`src/rtl/mdu_pkg.sv`:
```
// Shared types for the multiply/divide unit: op codes, FSM states, default width.
package mdu_pkg;

  localparam int unsigned MDU_WIDTH = 32;

  typedef enum logic [2:0] {
    MDU_NOP   = 3'd0,
    MDU_MULT  = 3'd1,
    MDU_MULTU = 3'd2,
    MDU_DIV   = 3'd3,
    MDU_DIVU  = 3'd4,
    MDU_MTHI  = 3'd5,
    MDU_MTLO  = 3'd6
  } mdu_op_e;

  typedef enum logic [1:0] {
    S_IDLE = 2'd0,
    S_ITER = 2'd1,
    S_FIX  = 2'd2
  } mdu_state_e;

endpackage

```
`src/rtl/mdu_if.sv`:
```
// Execute-stage request/result bundle between the pipeline and the MDU.
interface mdu_if
  import mdu_pkg::*;
#(
  parameter int unsigned WIDTH = MDU_WIDTH
) ();
  logic             start;
  logic [2:0]       op;
  logic [WIDTH-1:0] a;
  logic [WIDTH-1:0] b;
  logic             cancel;
  logic             busy;
  logic             done;
  logic [WIDTH-1:0] hi;
  logic [WIDTH-1:0] lo;

  modport master (output start, op, a, b, cancel, input busy, done, hi, lo);
  modport slave  (input start, op, a, b, cancel, output busy, done, hi, lo);
endinterface

```
`src/rtl/mdu_sign.sv`:
```
// Operand magnitude on the way in, conditional negation of product/quotient/remainder on the way out.
module mdu_sign #(
  parameter int unsigned WIDTH = 32
) (
  input  logic [WIDTH-1:0]   a,
  input  logic [WIDTH-1:0]   b,
  input  logic               sgn,
  input  logic [2*WIDTH-1:0] prod,
  input  logic [WIDTH-1:0]   quot,
  input  logic [WIDTH-1:0]   rem,
  input  logic               neg_lo,
  input  logic               neg_hi,
  output logic               sa_c,
  output logic               sb_c,
  output logic [WIDTH-1:0]   abs_a_c,
  output logic [WIDTH-1:0]   abs_b_c,
  output logic [2*WIDTH-1:0] prod_c,
  output logic [WIDTH-1:0]   quot_c,
  output logic [WIDTH-1:0]   rem_c
);

  assign sa_c    = sgn & a[WIDTH-1];
  assign sb_c    = sgn & b[WIDTH-1];
  assign abs_a_c = sa_c ? -a : a;
  assign abs_b_c = sb_c ? -b : b;

  // neg_lo covers both the full product and the quotient; neg_hi the remainder
  assign prod_c  = neg_lo ? -prod : prod;
  assign quot_c  = neg_lo ? -quot : quot;
  assign rem_c   = neg_hi ? -rem  : rem;

endmodule

```
`src/rtl/mdu.sv`:
```
// Iterative MULT/MULTU/DIV/DIVU unit with HI/LO registers and MTHI/MTLO.
// Define MDU_FAST_MUL_EN for a single-cycle combinational multiply path.
module mdu
  import mdu_pkg::*;
#(
  parameter int unsigned WIDTH = MDU_WIDTH
) (
  input logic  clk,
  input logic  rst_n,
  mdu_if.slave bus
);

  localparam int unsigned AW = 2 * WIDTH + 1;
  localparam int unsigned CW = $clog2(WIDTH);

  mdu_state_e       state, state_n;
  logic [CW-1:0]    cnt, cnt_n;
  logic [AW-1:0]    acc, acc_n;
  logic [WIDTH-1:0] opnd, opnd_n;
  logic [WIDTH-1:0] hi, hi_n, lo, lo_n;
  logic             is_div, is_div_n;
  logic             neg_lo, neg_lo_n, neg_hi, neg_hi_n;
  logic             busy, busy_n, done, done_n;

  logic               sgn_op_c, sa_c, sb_c;
  logic [WIDTH-1:0]   abs_a_c, abs_b_c, quot_c, rem_c;
  logic [2*WIDTH-1:0] prod_c;
  logic [WIDTH:0]     mul_sum_c;
  logic [WIDTH+1:0]   div_diff_c;

  assign sgn_op_c = (bus.op == MDU_MULT) || (bus.op == MDU_DIV);

  mdu_sign #(.WIDTH(WIDTH)) u_sign (
    .a       (bus.a),
    .b       (bus.b),
    .sgn     (sgn_op_c),
    .prod    (acc[2*WIDTH-1:0]),
    .quot    (acc[WIDTH-1:0]),
    .rem     (acc[2*WIDTH-1:WIDTH]),
    .neg_lo  (neg_lo),
    .neg_hi  (neg_hi),
    .sa_c    (sa_c),
    .sb_c    (sb_c),
    .abs_a_c (abs_a_c),
    .abs_b_c (abs_b_c),
    .prod_c  (prod_c),
    .quot_c  (quot_c),
    .rem_c   (rem_c)
  );

  // acc holds {partial product, multiplier} for multiply, {remainder, dividend/quotient} for divide
  assign mul_sum_c  = acc[AW-1:WIDTH] + (WIDTH+1)'(opnd);
  assign div_diff_c = {1'b0, acc[AW-2:WIDTH-1]} - (WIDTH+2)'(opnd);

  always_comb begin
    state_n  = state;
    cnt_n    = cnt;
    acc_n    = acc;
    opnd_n   = opnd;
    hi_n     = hi;
    lo_n     = lo;
    is_div_n = is_div;
    neg_lo_n = neg_lo;
    neg_hi_n = neg_hi;
    done_n   = 1'b0;

    case (state)
      S_IDLE: begin
        if (bus.start && !bus.cancel) begin
          case (bus.op)
            MDU_MULT, MDU_MULTU, MDU_DIV, MDU_DIVU: begin
              is_div_n = (bus.op == MDU_DIV) || (bus.op == MDU_DIVU);
              opnd_n   = abs_b_c;
              acc_n    = AW'(abs_a_c);
              // divide by zero leaves the all-ones quotient unsigned so lo reads all ones
              neg_lo_n = (sa_c ^ sb_c) && !(is_div_n && (bus.b == '0));
              neg_hi_n = is_div_n ? sa_c : (sa_c ^ sb_c);
              cnt_n    = CW'(WIDTH - 1);
              state_n  = S_ITER;
`ifdef MDU_FAST_MUL_EN
              if (!is_div_n) begin
                acc_n   = AW'((2*WIDTH)'(abs_a_c) * (2*WIDTH)'(abs_b_c));
                state_n = S_FIX;
              end
`endif
            end
            MDU_MTHI: hi_n = bus.a;
            MDU_MTLO: lo_n = bus.a;
            default: ;
          endcase
        end
      end

      S_ITER: begin
        if (bus.cancel) begin
          state_n = S_IDLE;
        end else begin
          if (is_div) begin
            acc_n = div_diff_c[WIDTH+1] ? {acc[AW-2:0], 1'b0}
                                        : {div_diff_c[WIDTH:0], acc[WIDTH-2:0], 1'b1};
          end else begin
            acc_n = acc[0] ? {1'b0, mul_sum_c, acc[WIDTH-1:1]} : {1'b0, acc[AW-1:1]};
          end
          cnt_n = cnt - CW'(1);
          if (cnt == '0) state_n = S_FIX;
        end
      end

      S_FIX: begin
        state_n = S_IDLE;
        if (!bus.cancel) begin
          if (is_div) begin
            hi_n = rem_c;
            lo_n = quot_c;
          end else begin
            {hi_n, lo_n} = prod_c;
          end
          done_n = 1'b1;
        end
      end

      default: state_n = S_IDLE;
    endcase

    busy_n = (state_n != S_IDLE);
  end

  always_ff @(posedge clk) begin
    if (!rst_n) begin
      state  <= S_IDLE;
      cnt    <= '0;
      acc    <= '0;
      opnd   <= '0;
      hi     <= '0;
      lo     <= '0;
      is_div <= 1'b0;
      neg_lo <= 1'b0;
      neg_hi <= 1'b0;
      busy   <= 1'b0;
      done   <= 1'b0;
    end else begin
      state  <= state_n;
      cnt    <= cnt_n;
      acc    <= acc_n;
      opnd   <= opnd_n;
      hi     <= hi_n;
      lo     <= lo_n;
      is_div <= is_div_n;
      neg_lo <= neg_lo_n;
      neg_hi <= neg_hi_n;
      busy   <= busy_n;
      done   <= done_n;
    end
  end

  assign bus.busy = busy;
  assign bus.done = done;
  assign bus.hi   = hi;
  assign bus.lo   = lo;

endmodule

```
`src/flat_wrapper.sv`:
```
// flat-port wrapper written by rule: the top's interface ports become plain ports
module mdu_flat import mdu_pkg::*;
#(
  parameter int unsigned WIDTH = MDU_WIDTH
)
  (clk, rst_n, bus_start, bus_op, bus_a, bus_b, bus_cancel, bus_busy, bus_done, bus_hi, bus_lo);
  mdu_if #(.WIDTH(WIDTH)) bus_i ();
  input logic clk;
  input logic rst_n;
  input wire logic [$bits(bus_i.start)-1:0] bus_start;
  input wire logic [$bits(bus_i.op)-1:0] bus_op;
  input wire logic [$bits(bus_i.a)-1:0] bus_a;
  input wire logic [$bits(bus_i.b)-1:0] bus_b;
  input wire logic [$bits(bus_i.cancel)-1:0] bus_cancel;
  output wire logic [$bits(bus_i.busy)-1:0] bus_busy;
  output wire logic [$bits(bus_i.done)-1:0] bus_done;
  output wire logic [$bits(bus_i.hi)-1:0] bus_hi;
  output wire logic [$bits(bus_i.lo)-1:0] bus_lo;
  assign bus_i.start = bus_start;
  assign bus_i.op = bus_op;
  assign bus_i.a = bus_a;
  assign bus_i.b = bus_b;
  assign bus_i.cancel = bus_cancel;
  assign bus_busy = bus_i.busy;
  assign bus_done = bus_i.done;
  assign bus_hi = bus_i.hi;
  assign bus_lo = bus_i.lo;
  mdu #(.WIDTH(WIDTH)) u_core (.clk(clk), .rst_n(rst_n), .bus(bus_i));
endmodule
```
`config.mk`:
```
export PLATFORM = sky130hd
export DESIGN_NAME = mdu_flat
export DESIGN_NICKNAME = d
export VERILOG_FILES = /design/src/rtl/mdu_pkg.sv /design/src/rtl/mdu_if.sv /design/src/rtl/mdu_sign.sv /design/src/rtl/mdu.sv /design/src/flat_wrapper.sv
export SDC_FILE = /design/constraint.sdc
export NUM_CORES = 1
export LEC_CHECK = 0
export BUFFER_PORTS_ARGS = -buffer_cell sky130_fd_sc_hd__buf_2
export CAP_MARGIN = 15
export CORE_MARGIN = 3
export CORE_UTILIZATION = 45
export DETAILED_ROUTE_END_ITERATION = 8
export SYNTH_ARGS = -nofsm -noshare
export SYNTH_HDL_FRONTEND = slang
export SYNTH_SLANG_ARGS = --single-unit
```
`constraint.sdc`:
```
create_clock -name clk -period 4.1 [get_ports clk]
set_input_delay 0.82 -clock clk [delete_from_list [all_inputs] [get_ports clk]]
set_output_delay 0.82 -clock clk [all_outputs]
set_load 0.02 [all_outputs]
```
### Word level (Yosys, flattened, before mapping)

Index checks and enable logic that the tools add are counted.

| storage, ports and cells | value |
|---|---|
| output and inout port bits | 66 |
| register bits after elaboration | 173 |
| word-level logic and storage cells | 88 |
| input bits | 71 |

| operators by class | value |
|---|---|
| muxes and demuxes | 33 |
| reduce and logical (&&, ||, !) cells | 19 |
| $add $sub $neg | 8 |
| bitwise operators | 3 |
| equal/unequal tests | 14 |

Operator list:

| cell | number |
|---|---|
| $mux 32 | 12 |
| $mux 65 | 5 |
| $pmux 65 s2 | 1 |
| $mux 64 | 2 |
| $neg 32->32 | 4 |
| $pmux 32 s2 | 2 |
| $neg 64->64 | 1 |
| $sub 33x32->34 | 1 |
| $add 33x32->33 | 1 |
| $logic_not 32->1 | 1 |
| $mux 5 | 3 |
| $reduce_and 4->1 | 3 |
| $ne 2x2->1 const B | 5 |
| $pmux 5 s2 | 1 |
| $eq 3x3->1 const B | 3 |
| $mux 2 | 4 |
| $eq 3x2->1 const B | 2 |
| $reduce_bool 2->1 | 3 |
| $logic_not 5->1 | 1 |
| $sub 5x1->5 const B | 1 |
| $pmux 2 s2 | 1 |
| $reduce_or 4->1 | 1 |
| $eq 3x1->1 const B | 1 |
| $logic_and 1x1->1 | 3 |
| 11 further kinds | 15 |

### Depth between registers and ports, before layout

| logic depth | value |
|---|---|
| word-level depth | 7 |
| gate-level depth with buffers | 14 |
| mapped depth without buffers | 13 |

### Hierarchy

From an unflattened synthesis, not the netlist that was laid out.

| unflattened totals | value |
|---|---|
| cells, all modules | 2181 |
| area total of the unflattened synthesis | 16505.8 um^2 |

By module, submodules not included:

| module | cells an instance | area each (um^2) | instances | seq. area each (um^2) |
|---|---|---|---|---|
| mdu | 1566 | 12389.4 | 1 | 3463.3 |
| mdu_sign | 615 | 4116.4 | 1 | 0.0 |

### Worst setup path after synthesis

OpenSTA, ideal clock, no wires.

| timing path | value |
|---|---|
| path type | flip-flop to flip-flop |
| start point | register u_core.acc[49] |
| end point | register u_core.hi[31], in the netlist u_core.bus.hi[31] |
| arrival time | 3.334 ns |
| path buffers | 1 |
| setup time | 0.096 ns |
| cell stages (with the launch flop) | 11 |
| path slack | 0.671 ns |
| required time | 4.004 ns |
| period minus slack after synthesis | 3.429 ns |
| cell sequence | dfxtp_1 > buf_6 > or4_4 > or4_4 > or3_4 > or3_4 > or3_1 > or4_4 > o2111ai_2 > o31ai_1 > o41ai_2 |

| between the ends | value |
|---|---|
| word-level cells in the longest chain between the ends | 5 |
| elaborated cells between the ends (all ways) | 7 |
| classes of those cells | add/sub (2); mux (5) |

Ends and longest elaborated chain:

| what | RTL line | source |
|---|---|---|
| start, declared | mdu.sv:18 | `logic [AW-1:0] acc, acc_n;` |
| start signal, assigned | mdu.sv:144 | `acc <= acc_n;` |
| $neg 64->64 or $neg 32->32 (tied branches) | mdu_sign.sv:28, mdu_sign.sv:30 |  |
| $mux 64 or $mux 32 (tied branches) | mdu_sign.sv:28, mdu_sign.sv:30 |  |
| $mux 32 (*) | mdu.sv:112 | `if (is_div) begin` |
| $mux 32 (*) | mdu.sv:111 | `if (!bus.cancel) begin` |
| $pmux 32 s2 (*) | mdu.sv:67 | `case (state)` |
| end signal, assigned | mdu.sv:146 | `hi <= hi_n;` |
| end, declared | mdu.sv:20 | `logic [WIDTH-1:0] hi, hi_n, lo, lo_n;` |

Every way passes the cells marked *; elsewhere a longest branch is shown, timed or not. The select of a mux whose other input is x is not followed.
A chain may end at the register's enable or synchronous reset.

### Worst setup path after layout

| timing path | value |
|---|---|
| start point | register u_core.acc[12] |
| end point | register u_core.hi[22], in the netlist u_core.bus.hi[22] |

| between the ends | value |
|---|---|
| word-level cells in the longest chain between the ends | 5 |

Ends and longest elaborated chain:

| what | RTL line | source |
|---|---|---|
| $neg 64->64 | mdu_sign.sv:28 | `assign prod_c = neg_lo ? -prod : prod;` |
| $mux 64 | mdu_sign.sv:28 |  |
| $mux 32 | mdu.sv:112 |  |
| $mux 32 | mdu.sv:111 |  |
| $pmux 32 s2 | mdu.sv:67 |  |

Every way passes these cells. The select of a mux whose other input is x is not followed.

==> flow_summary.ini <==
[final_layout]
fillers = 3112
finish.utilization_pct = 51.8
n_antenna_cell = 0
nNetsFinal = 2191
drive_gt1_share_pct = 12.0
multi_input_area_um2 = 10100
syn_to_final_growth_pct = 12.3
stdcell_area_um2 = 16100
seq_area_um2 = 3470

[global_route]
grt_pass1_wl_um = 75500
antenna_found_initial = 0
use_met2_pct = 43.9
grt_pass1_vias = 13263
grt_use_met1_pct = 40.3
met3_usage_pct = 3.91
grt_usage_pct = 28.2
grt_overflow_total = 0
top_usage_layer = met2
grt_max_degree = 64

[floorplan]
core_area_um2 = 31000
die_x_um = 184
start_util_pct = 46.2
fp-row-count = 64
pin_count = 137
die_h_um = 184
dieArea_um2 = 34000

[clock_tree]
numCtsBuffers = 17
clkTransAtPathRegs_ps = 70
insertion_delay_ps = 450
post-cts-setup-buffer-count = 0
root_buffer = clkbuf_16
cts.sinks = 173
ctsHoldBuffers = 0
ctsResizeCount = 0
tritoncts = done
cts.path.max_buffers = 2
htreeDepth = 4

[worst_setup_path]
cp_max_fo = 8
max_stage_delay_ps = 700
critPathSlowestCell = a2111oi_0
worstSetupPathType = register to register
crit_family = simple AND/OR/NAND/NOR gates
cp-start-kind = register
critPathBufInv = 0
path_common_cell = a21oi_1
cp.arrival_ps = 4010
worstPathRequired_ps = 4480
crit_path_end_kind = register
cp_cell_sequence = or4_1 > or3_1 > nor4_1 > a21oi_1 > or2_1 > a2111oi_0 > a21oi_1 > o21ai_1

[sta]
tightest_slew_ps = 1150
finClkSkew_ps = 13.7
tns_ps = 0
final-hold-violation-count = 0
max_freq_ghz = 0.275
slew_violations = 0
relSlewSlack_pct = 23.2
fin_crit_sh_pct = 88.7
rsz0062_at_grt = no
min_period_ps = 3630
setup_viol = 0

[synthesis]
netlist_area_um2 = 14300
synth_top_family_by_area = compound AO/OA/AOI/OAI gates
netlist.area_leader.share_pct = 24.2
syn_avg_cell_area_um2 = 7.25
syn_inst = 1974
synth_common_cells = nor2_1, a21oi_1, nand2_1
synth_most_common_cell = nor2_1
synth_edf_count = 0
ys_ff_latch = 173
netlist.top_cell.by_area = dfxtp_1
yosysSeqAreaShare_pct = 24.2
ys_warn_count = 0
yosys-top-cells-area = dfxtp_1, a21oi_1, nor2_1
synth.distinct_cells = 72
synthSimpleGateAreaFrac_pct = 21.1
synth.net_count = 2116
synth_compound_area_share_pct = 29.1
synthXorXnorAreaFrac_pct = 10.0
synthAdderAreaFrac_pct = 6.32
synth_flop_cell = dfxtp_1
synthMuxAreaShare_pct = 3.96
postSynth.asyncResetShare_pct = 0

[route]
routed_via_density = 6.08
drc = 0
first_iter_violations = 1268
first_pass_iters = 6
wl_um = 49200
via_count = 14946
antenna_left = 0
wl_per_cell_um = 20.0

[power]
power_density_nw_per_um2 = 307
vdd_ir_drop_max_v = 0.000327
leakage_nw = 6.49

[placement]
gp_congestion = 0.923
hpwl_um = 37700
port_buffers = 136
dpl-instance-area_um2 = 15400

[job]
maxCapViolations = 0

[min_path]
hp-class = register to register

[status]
outcome = finished clean
## cells in the final DEF, fill, tap and decap left out, types with 17 or more instances in the layout
master / synthesis / layout
nand3_1: 24 / 24
inv_1: 65 / 64
nor2_1: 250 / 248
nor3_1: 40 / 38
xnor2_1: 91 / 91
o21ai_0: 98 / 98
nand2_1: 177 / 177
xor2_1: 73 / 73
o31ai_1: 42 / 42
a22o_1: 22 / 22
a21oi_1: 206 / 206
nor2b_1: 26 / 24
buf_2: 1 / 136
buf_4: 0 / 48
ha_1: 69 / 69
dfxtp_1: 173 / 171
mux2i_1: 51 / 51
a31oi_1: 30 / 30
nand2b_1: 19 / 19
or3_1: 30 / 29
clkbuf_16: 0 / 17
a211oi_1: 106 / 106
o21ai_1: 38 / 37
## worst register-to-register path, delay by kind of cell (launching register included)
family,cells,cell delay (ps)
AND/OR/NAND/NOR,4,1990
AO/OA/AOI/OAI,4,1190
flip-flops,1,380
## registers in the layout (all words and copies together) (netlist names)
register / flops
u_core.state: 2
u_core.bus.busy: 1
u_core.neg_lo: 1
u_core.bus.hi: 32
u_core.neg_hi: 1
u_core.is_div: 1
u_core.cnt: 5
u_core.opnd: 32
u_core.bus.lo: 32
u_core.bus.done: 1
u_core.acc: 65
## logic make-up (layout without fill, tap and decap cells)
kind of cell,count (synthesis),in the layout
flip-flops,173,173
AO/OA/AOI/OAI,657,657
multiplexers,56,56
buffers and inverters,196,284
XOR/XNOR,164,164
AND/OR/NAND/NOR,657,657
adder cells (fa/ha/maj),71,71
## per-stage QoR
stage               power (mW)  hold WS (ps)  worst slack (ps)  instances
floorplan                 2.76           441               671       1974
global placement          3.14           441               461       2426
detailed placement        3.15           441               459       2426
CTS                       4.93           456               516       2458
global route              5.15           474               263       2458
finish                    4.93           449               465       2458
## cell type report
cell class	instances	area share [%]
sequential	173	21.6
inverter	66	1.55
tap	396	3.09
clock buffer	23	3.10
multi-input combinational	1605	63.1
timing repair buffer	186	6.73
clock inverter	9	0.826
## per-layer routing
metal,vias up,wire [um]
li1,7287,-
met1,6922,23000
met2,656,20900
met3,81,3630
met4,0,1700
met5,-,0
## worst paths after layout
| path | startpoint | to | slack [ps] | cells past startpoint |
|---|---|---|---|---|
| worst max-delay path | u_core.acc[12] | u_core.bus.hi[22] | 470 | 8 |
| worst min-delay path | u_core.bus.hi[2] | u_core.bus.hi[2] | 450 | 2 |
| worst min register to register | u_core.bus.hi[2] | u_core.bus.hi[2] | 450 | 2 |
| worst max register to register | u_core.acc[12] | u_core.bus.hi[22] | 470 | 8 |
## power by group
part           switching [mW]  internal, mW  total, mW
clock network           0.745          1.04       1.79
registers              0.0791          1.75       1.83
logic                   0.836         0.485       1.32
Note: power is estimated with default switching activity, not from simulation.
